<file path="src/rtl/picomem_dbg_master_if.sv">
// Byte-stream and PicoMem bus bundle for picomem_dbg_master.
// The master modport is the debug master's view; the slave modport is the view of its environment.
interface picomem_dbg_master_if;
    logic [7:0]  rx_data;
    logic        rx_valid;
    logic        rx_ready;
    logic [7:0]  tx_data;
    logic        tx_valid;
    logic        tx_ready;
    logic        mem_m_valid;
    logic        mem_m_ready;
    logic [31:0] mem_m_addr;
    logic [31:0] mem_m_wdata;
    logic [3:0]  mem_m_wstrb;
    logic [31:0] mem_m_rdata;

    modport master (
        input  rx_data, rx_valid, tx_ready, mem_m_ready, mem_m_rdata,
        output rx_ready, tx_data, tx_valid, mem_m_valid, mem_m_addr, mem_m_wdata, mem_m_wstrb
    );

    modport slave (
        output rx_data, rx_valid, tx_ready, mem_m_ready, mem_m_rdata,
        input  rx_ready, tx_data, tx_valid, mem_m_valid, mem_m_addr, mem_m_wdata, mem_m_wstrb
    );
endinterface

</file>
<file path="src/rtl/picomem_dbg_master.sv">
// Byte-packet driven PicoMem master: decodes read/write packets, runs one bus access, streams the reply.
// Optional bus timeout enabled by defining PICOMEM_DBG_TIMEOUT_EN.
module picomem_dbg_master #(
    parameter logic [7:0] RESP_ACK = 8'hAA,
    parameter logic [7:0] RESP_ERR = 8'hEE
`ifdef PICOMEM_DBG_TIMEOUT_EN
    , parameter int TIMEOUT_CYCLES = 1024
`endif
) (
    input  logic                 clk,
    input  logic                 resetn,
    picomem_dbg_master_if.master bus,
    output logic                 busy
);
    typedef enum logic [2:0] {S_IDLE, S_ADDR, S_DATA, S_BUS, S_RESP} state_t;

    state_t      state_reg, state_next;
    logic        rx_ready_reg, rx_ready_next;
    logic        tx_valid_reg;
    logic [31:0] resp_reg;
    logic [1:0]  resp_last_reg;
    logic [1:0]  cnt_reg;
    logic        is_write_reg;
    logic        mem_valid_reg;
    logic [29:0] addr_reg;
    logic [31:0] wdata_reg;
    logic [3:0]  wstrb_reg;
    logic        rx_fire, tx_fire, bus_done, bus_tmo, op_ok, last_byte;

    assign rx_fire   = bus.rx_valid && rx_ready_reg;
    assign tx_fire   = tx_valid_reg && bus.tx_ready;
    assign bus_done  = mem_valid_reg && bus.mem_m_ready;
    assign op_ok     = (bus.rx_data == 8'h01) || (bus.rx_data == 8'h02);
    assign last_byte = (cnt_reg == 2'd3);

`ifdef PICOMEM_DBG_TIMEOUT_EN
    localparam logic [31:0] TMO_LAST = 32'(TIMEOUT_CYCLES - 1);
    logic [31:0] tmo_cnt_reg;

    // Counts BUS cycles from zero; a ready in the final allowed cycle still wins.
    always_ff @(posedge clk) begin
        if (!resetn || state_reg != S_BUS)
            tmo_cnt_reg <= '0;
        else
            tmo_cnt_reg <= tmo_cnt_reg + 32'd1;
    end
    assign bus_tmo = (state_reg == S_BUS) && !bus.mem_m_ready && (tmo_cnt_reg == TMO_LAST);
`else
    assign bus_tmo = 1'b0;
`endif

    always_ff @(posedge clk) begin
        if (!resetn)
            state_reg <= S_IDLE;
        else
            state_reg <= state_next;
    end

    always_comb begin
        state_next = state_reg;
        case (state_reg)
            S_IDLE: if (rx_fire) state_next = op_ok ? S_ADDR : S_RESP;
            S_ADDR: if (rx_fire && last_byte) state_next = is_write_reg ? S_DATA : S_BUS;
            S_DATA: if (rx_fire && last_byte) state_next = S_BUS;
            S_BUS:  if (bus_done || bus_tmo) state_next = S_RESP;
            S_RESP: if (tx_fire && cnt_reg == resp_last_reg) state_next = S_IDLE;
            default: state_next = S_IDLE;
        endcase
    end

    always_comb begin
        busy          = (state_reg != S_IDLE);
        rx_ready_next = (state_next == S_IDLE) || (state_next == S_ADDR) || (state_next == S_DATA);
    end

    always_ff @(posedge clk) begin
        if (!resetn) begin
            rx_ready_reg  <= 1'b0;
            tx_valid_reg  <= 1'b0;
            resp_reg      <= '0;
            resp_last_reg <= '0;
            cnt_reg       <= '0;
            is_write_reg  <= 1'b0;
            mem_valid_reg <= 1'b0;
            addr_reg      <= '0;
            wdata_reg     <= '0;
            wstrb_reg     <= '0;
        end else begin
            rx_ready_reg <= rx_ready_next;
            case (state_reg)
                S_IDLE: begin
                    cnt_reg <= '0;
                    if (rx_fire) begin
                        is_write_reg <= (bus.rx_data == 8'h02);
                        if (!op_ok) begin
                            resp_reg      <= {24'h0, RESP_ERR};
                            resp_last_reg <= 2'd0;
                            tx_valid_reg  <= 1'b1;
                        end
                    end
                end
                S_ADDR: if (rx_fire) begin
                    // Only word-address bits are kept; packet bits [1:0] fall off the bottom.
                    addr_reg <= {bus.rx_data, addr_reg[29:8]};
                    cnt_reg  <= cnt_reg + 2'd1;
                    if (last_byte && !is_write_reg) begin
                        mem_valid_reg <= 1'b1;
                        wstrb_reg     <= 4'h0;
                    end
                end
                S_DATA: if (rx_fire) begin
                    wdata_reg <= {bus.rx_data, wdata_reg[31:8]};
                    cnt_reg   <= cnt_reg + 2'd1;
                    if (last_byte) begin
                        mem_valid_reg <= 1'b1;
                        wstrb_reg     <= 4'hF;
                    end
                end
                S_BUS: begin
                    if (bus_done) begin
                        mem_valid_reg <= 1'b0;
                        tx_valid_reg  <= 1'b1;
                        resp_reg      <= is_write_reg ? {24'h0, RESP_ACK} : bus.mem_m_rdata;
                        resp_last_reg <= is_write_reg ? 2'd0 : 2'd3;
                    end else if (bus_tmo) begin
                        mem_valid_reg <= 1'b0;
                        tx_valid_reg  <= 1'b1;
                        resp_reg      <= {24'h0, RESP_ERR};
                        resp_last_reg <= 2'd0;
                    end
                end
                S_RESP: if (tx_fire) begin
                    if (cnt_reg == resp_last_reg) begin
                        tx_valid_reg <= 1'b0;
                        cnt_reg      <= '0;
                    end else begin
                        cnt_reg  <= cnt_reg + 2'd1;
                        resp_reg <= {8'h00, resp_reg[31:8]};
                    end
                end
                default: ;
            endcase
        end
    end

    assign bus.rx_ready    = rx_ready_reg;
    assign bus.tx_valid    = tx_valid_reg;
    assign bus.tx_data     = resp_reg[7:0];
    assign bus.mem_m_valid = mem_valid_reg;
    assign bus.mem_m_addr  = {addr_reg, 2'b00};
    assign bus.mem_m_wdata = wdata_reg;
    assign bus.mem_m_wstrb = wstrb_reg;
endmodule

</file>
<file path="src/flat_wrapper.sv">
// flat-port wrapper written by rule: the top's interface ports become plain ports
module picomem_dbg_master_flat 
#(
    parameter logic [7:0] RESP_ACK = 8'hAA,
    parameter logic [7:0] RESP_ERR = 8'hEE

)
  (clk, resetn, busy, bus_rx_data, bus_rx_valid, bus_tx_ready, bus_mem_m_ready, bus_mem_m_rdata, bus_rx_ready, bus_tx_data, bus_tx_valid, bus_mem_m_valid, bus_mem_m_addr, bus_mem_m_wdata, bus_mem_m_wstrb);
  picomem_dbg_master_if bus_i ();
  input  logic clk;
  input  logic resetn;
  output logic busy;
  input wire logic [$bits(bus_i.rx_data)-1:0] bus_rx_data;
  input wire logic [$bits(bus_i.rx_valid)-1:0] bus_rx_valid;
  input wire logic [$bits(bus_i.tx_ready)-1:0] bus_tx_ready;
  input wire logic [$bits(bus_i.mem_m_ready)-1:0] bus_mem_m_ready;
  input wire logic [$bits(bus_i.mem_m_rdata)-1:0] bus_mem_m_rdata;
  output wire logic [$bits(bus_i.rx_ready)-1:0] bus_rx_ready;
  output wire logic [$bits(bus_i.tx_data)-1:0] bus_tx_data;
  output wire logic [$bits(bus_i.tx_valid)-1:0] bus_tx_valid;
  output wire logic [$bits(bus_i.mem_m_valid)-1:0] bus_mem_m_valid;
  output wire logic [$bits(bus_i.mem_m_addr)-1:0] bus_mem_m_addr;
  output wire logic [$bits(bus_i.mem_m_wdata)-1:0] bus_mem_m_wdata;
  output wire logic [$bits(bus_i.mem_m_wstrb)-1:0] bus_mem_m_wstrb;
  assign bus_i.rx_data = bus_rx_data;
  assign bus_i.rx_valid = bus_rx_valid;
  assign bus_i.tx_ready = bus_tx_ready;
  assign bus_i.mem_m_ready = bus_mem_m_ready;
  assign bus_i.mem_m_rdata = bus_mem_m_rdata;
  assign bus_rx_ready = bus_i.rx_ready;
  assign bus_tx_data = bus_i.tx_data;
  assign bus_tx_valid = bus_i.tx_valid;
  assign bus_mem_m_valid = bus_i.mem_m_valid;
  assign bus_mem_m_addr = bus_i.mem_m_addr;
  assign bus_mem_m_wdata = bus_i.mem_m_wdata;
  assign bus_mem_m_wstrb = bus_i.mem_m_wstrb;
  picomem_dbg_master #(.RESP_ACK(RESP_ACK), .RESP_ERR(RESP_ERR)) u_core (.clk(clk), .resetn(resetn), .bus(bus_i), .busy(busy));
endmodule
</file>
<file path="config.mk">
export PLATFORM = sky130hd
export DESIGN_NAME = picomem_dbg_master_flat
export DESIGN_NICKNAME = d
export VERILOG_FILES = /design/src/rtl/picomem_dbg_master_if.sv /design/src/rtl/picomem_dbg_master.sv /design/src/flat_wrapper.sv
export SDC_FILE = /design/constraint.sdc
export NUM_CORES = 1
export LEC_CHECK = 0
export ABC_CLOCK_PERIOD_IN_PS = 2500
export CAP_MARGIN = 20
export CORE_ASPECT_RATIO = 1.25
export CORE_MARGIN = 1.5
export CORE_UTILIZATION = 45
export DETAILED_ROUTE_END_ITERATION = 10
export PLACE_DENSITY_LB_ADDON = 0.3
export SYNTH_ARGS = -nofsm -noshare
export SYNTH_HDL_FRONTEND = slang
export SYNTH_SLANG_ARGS = --single-unit
</file>
<file path="constraint.sdc">
create_clock -name clk -period 2.5 [get_ports clk]
set_clock_uncertainty 0.05 [all_clocks]
set_input_delay 0.5 -clock clk [delete_from_list [all_inputs] [get_ports clk]]
set_output_delay 0.5 -clock clk [all_outputs]
set_load 0.01 [all_outputs]
</file>
* Word-level counts from Yosys, hierarchy flattened *
Cells that the tools add are included.
W data, S select, Z words.

cells by class
  multiplexer cells = 41
  reduce and logical (&&, ||, !) cells = 28
  $add $sub $neg = 1
  eq/ne operators = 21

operators by type and width
  operator              number
  $mux W32              6
  $pmux W32 S3          1
  $mux W3               6
  $ne A2 B1 Y1 const B  9
  $reduce_and A6 Y1     3
  $mux W4               4
  $pmux W3 S5           1
  $mux W2               7
  $reduce_bool A3 Y1    4
  $mux W1               11
  $eq A3 B2 Y1 const B  3
  $eq A8 B1 Y1 const B  1
  $eq A8 B2 Y1 const B  1
  $pmux W4 S2           1
  $eq A3 B1 Y1 const B  2
  $logic_and A1 B1 Y1   6
  $logic_not A3 Y1      2
  $pmux W1 S3           2
  $pmux W2 S3           1
  $reduce_and A2 Y1     3
  $reduce_and A5 Y1     1
  $ne A2 B2 Y1 const B  2
  $pmux W2 S2           1
  $reduce_and A4 Y1     1
  9 further kinds       12

storage, ports and cells
  bits in registers = 109
  bits of input ports = 45
  logic and storage cells = 102
  output and inout port bits = 80

* Longest topological paths before layout *
Gate-level depths: netlist (run 1).

  depth in word-level cells = 8
  gate-level depth with buffers = 7
  mapped depth without buffers = 5

* Least setup slack after synthesis (run 1) *
Ideal clock, no wire load.

  path type = in2reg
  start = input bus_rx_data[7]
  end = register u_core.resp_reg[0]
  library setup time = 72 ps
  arrival = 1692 ps
  data required time = 2378 ps
  slack = 686 ps
  path buffers = 1
  stages on the path = 5
  cells stage by stage = nor4_2 -> a31oi_1 -> o221ai_4 -> buf_12 -> mux2i_1

between the ends
  word-level cells in the longest chain between the ends = 4
  elaborated cells on any way between the ends = 5
  those cells by class = eq/ne (3); reduce/logical (2)

RTL lines
  what                                          line                       text
  from (decl)                                   flat_wrapper.sv:13         input wire logic [$bits(bus_i.rx_data)-1:0] bus_rx_data;
  $eq A8 B1 Y1 or $eq A8 B2 Y1 (tied branches)  picomem_dbg_master.sv:33   assign op_ok = (bus.rx_data == 8'h01) || (bus.rx_data == 8'h02);
  $logic_or A1 B1 Y1 *                          picomem_dbg_master.sv:33
  $ne A2 B2 Y1 (no line) *                      n/a
  $reduce_and A6 Y1 (no line) *                 n/a
  to (signal assigned)                          picomem_dbg_master.sv:96   resp_reg <= {24'h0, RESP_ERR};
  to (signal assigned)                          picomem_dbg_master.sv:123  resp_reg <= is_write_reg ? {24'h0, RESP_ACK} : bus.mem_m_rdata;
  to (signal assigned)                          picomem_dbg_master.sv:128  resp_reg <= {24'h0, RESP_ERR};
  to (decl)                                     picomem_dbg_master.sv:20   logic [31:0] resp_reg;

Mark *: on every way between the ends. The rest lies on a longest branch, timed or not.
A chain may end at the register's enable or synchronous reset.

* Worst setup path after layout (run 1) *
  start = register u_core.state_reg[1]
  end = output busy

between the ends
  word-level cells in the longest chain between the ends = 1

RTL lines
  what                    line                      text
  from (decl)             picomem_dbg_master.sv:17  state_t state_reg, state_next;
  from (signal assigned)  picomem_dbg_master.sv:56  state_reg <= state_next;
  $reduce_bool A3 Y1      picomem_dbg_master.sv:72  busy = (state_reg != S_IDLE);
  to (decl)               flat_wrapper.sv:12        output logic busy;

No other way between the ends.

==> summary.txt, run 1 <==
Detailed routing
  • DRT iter0 DRCs: around 260
  • Drt pass-1 iters: 4
  • Vias per cell: 5.20
  • Via count: between 3000 and 4000
  • DRC errors left: 0
  • Post-Route WL: 10600 µm
  • Wire per inst: 13.9 µm
  • Antenna Nets Post-Route: 0

Placement
  • Placed cell count: roughly 750
  • Place WS: -0.0389 ns
  • Detail Placement HPWL: roughly 7500 µm
  • Routability cong.: 0.807
  • Post-DP Area: 0.00569 mm²
  • # port buffers: around 120

Die
  • Die Span X: roughly 92 µm
  • Core Rows: 40
  • IO Count: 125
  • Die Area: 0.0106 mm²
  • Core box area: slightly below 0.01 mm²
  • Initial Util: 0.466
  • Die Ht: 115 µm

Layout
  • ANT cells: 0
  • Non-Filler Instances: around 760
  • Multi-input gate area in the final layout: approximately 0.0021 mm²
  • Sequential cell area: roughly 0.0021 mm²
  • Final nets: slightly below 700
  • Final instance area: about 0.006 mm²
  • Area grow syn2layout: 32.9%
  • Most common cell after layout, fill and taps aside: nand2_1
  • Filler cells: roughly 800
  • Layout cell share with drive strength beyond 1: 0.0551
  • Most frequent cells in the layout: nand2_1, clkdlybuf4s50_1, dfxtp_1

Clocking
  • Hold-fix buffers at CTS: 0
  • Setup Buffers After CTS: 0
  • CTS tree: built
  • Root buf cell: clkbuf_16
  • Num CTS Buffers: 9
  • Cts repair resizes: 0
  • Worst-path clk slew: ~0.060 ns
  • CTS max path bufs: 2
  • Htree depth: 3
  • Sink Count: roughly 110
  • Worst skew pair latency: 0.34 ns

Power
  • Pwr Total: around 3.4 mW
  • Net Sw Frac: 0.220
  • Clock power share: 0.404
  • Pleak: between 2 and 2.5 nW
  • Max rail drop VDD: 370 µV
  • Share of power burned in combinational logic: 0.093
  • NetSw: between 0.7 and 0.8 mW
  • Power Internal: ~2.6 mW
  • PwrDens: ~570 mW/mm²
  • Sequential Power Share: 0.503

Yosys
  • Post-synth top flop: dfxtp_1
  • Post-Synthesis Cells: between 500 and 600
  • Synth Register Bits: ~110
  • EDFF count, synth: 0
  • Synth Warn #: 0
  • Top cell type by total area after synthesis: dfxtp_1
  • Largest cells by area after synthesis: dfxtp_1, nand2_1, mux2i_1
  • Yosys top cell area share: 0.467
  • Syn Std Cell Area: 0.00450 mm²
  • Avg Inst Size Synth: roughly 8.3 µm²
  • Seq/Total Area, Yosys: 0.467
  • Async S/R FF share, synth: 0
  • Distinct cells, synth: 49

Timing
  • Rel. slew slack: 0.359
  • RSZ-0062 raised after global routing: no
  • Crit share post-route: 0.963
  • Max frequency: roughly 0.42 GHz
  • Final Hold Fails: 0
  • Slew @ Worst Pin: just under 1 ns
  • Final setup fails: 0
  • Accumulated negative setup slack: 0 ns
  • Post-layout min period: about 2.4 ns
  • Final Slew Violations: 0
  • Crit path setup slack, layout: just over 0.09 ns

Global route
  • Total GRT Usage: 0.201
  • Largest net degree at the start of global routing: 68
  • GR Overflow Total: 0
  • Vias in the first global route: ~3700
  • Initial antenna violation count: 0
  • Global-route wire length before repair: 17100 µm

Hold path
  • Hold EP: u_core.bus.mem_m_wdata[1]
  • Worst hold start: u_core.bus.mem_m_wdata[1]
  • Hold depth: 2
  • Worst hold-check path type: reg2reg

Setup path
  • CP startpoint kind: flip-flop
  • Worst path arrival time: between 1.5 and 2 ns
  • R2R cell count: 4
  • Worst-path maximum fanout: 14
  • Worst r2r src: u_core.state_reg[1]
  • Reg2reg end: u_core.resp_reg[16]
  • WP data required: ~2 ns
  • Worst R2R Setup Slack: around 0.43 ns
  • CP endpoint kind: primary output
  • Setup CP Type: reg2out

Run
  • Max Cap Viol: 0

Run status
  • Outcome: completed
==> area by class of cell <==
cell class / instances / area share
repair buffers: 134 / 0.225
well taps: 126 / 0.0264
clock buffers: 10 / 0.0400
flip-flops and latches: 105 / 0.352
clock inverters: 4 / 0.00753
inverters: 3 / 0.00188
multi-input cells: 379 / 0.348
==> synthesized netlist by cell type, types with 5 or more instances <==
cell type,instances
buf_4,14
nor2_1,5
dfxtp_1,105
buf_2,11
nand3_1,10
clkbuf_1,25
nor2b_1,5
mux2i_1,34
o221ai_1,8
nand2_1,184
a22o_1,19
a21oi_1,65
==> how the worst max path moves through the flow <==
stage                             start             endpoint  slack [ns]  cells past startpoint
floorplan                bus_rx_data[7]   u_core.resp_reg[0]        0.69                      5
global placement         bus_rx_data[2]  u_core.resp_reg[16]        0.04                      6
detailed placement       bus_rx_data[7]   u_core.resp_reg[7]       -0.04                      6
CTS                 u_core.state_reg[1]                 busy        0.09                      2
global route        u_core.state_reg[1]                 busy       0.001                      2
finish              u_core.state_reg[1]                 busy        0.09                      2
==> worst max-delay path, stage by stage, from the launching register on <==
cell and delay (ns):
dfxtp_1 0.58, or3_1 0.34, clkdlybuf4s50_1 0.59
==> power by group through the flow <==
stage / sequential (mW) / combinational [mW] / clock [mW]
after floorplan: 1.74 / 0.210 / 0
after global placement: 1.74 / 0.311 / 0
after detailed placement: 1.74 / 0.315 / 0
after CTS: 1.71 / 0.317 / 1.39
after global routing: 1.71 / 0.336 / 1.45
final: 1.71 / 0.315 / 1.37
==> stage by stage <==
| stage | hold WS, ns | utilization |
|---|---|---|
| global placement | 0.393 | 0.590 |
| CTS | 0.405 | 0.619 |
| floorplan | 0.388 | - |
| finish | 0.404 | 0.619 |
| detailed placement | 0.396 | 0.590 |
| global route | 0.426 | 0.619 |
==> kinds of logic (layout without fill, tap and decap cells) <==
family                     Yosys count  in the layout  synth area share
other                                1              2          0.000833
buffers and inverters               57            151            0.0748
AOI/OAI and AO/OA                  110            110             0.159
DFF                                105            105             0.467
adders and majority gates            2              2           0.00501
muxes                               34             34            0.0756
and+or+nand+nor                    230            230             0.216
xor gates and xnor gates             1              1           0.00195
==> metal layers <==
metal	global-route usage	wire length (µm)	vias up	part of all wire
met2	0.361	5600	101	0.53
met3	0.0384	480	19	0.045
met5	0	0	-	0
met1	0.229	4270	1849	0.40
li1	-	-	1987	-
met4	0.0944	225	0	0.021
Note: power is estimated with default switching activity, not from simulation.
==> run 2: changes to the inputs <==
--- a/config.mk
+++ b/config.mk
@@ -10,6 +10,7 @@
 export CORE_ASPECT_RATIO = 1.25
 export CORE_MARGIN = 1.5
 export CORE_UTILIZATION = 45
+export CTS_CLUSTER_SIZE = 25
 export DETAILED_ROUTE_END_ITERATION = 10
 export PLACE_DENSITY_LB_ADDON = 0.3
 export SYNTH_ARGS = -nofsm -noshare
==> results of run 2 <==
Same layout as run 1: the final DEF is identical, and so are final timing and power.
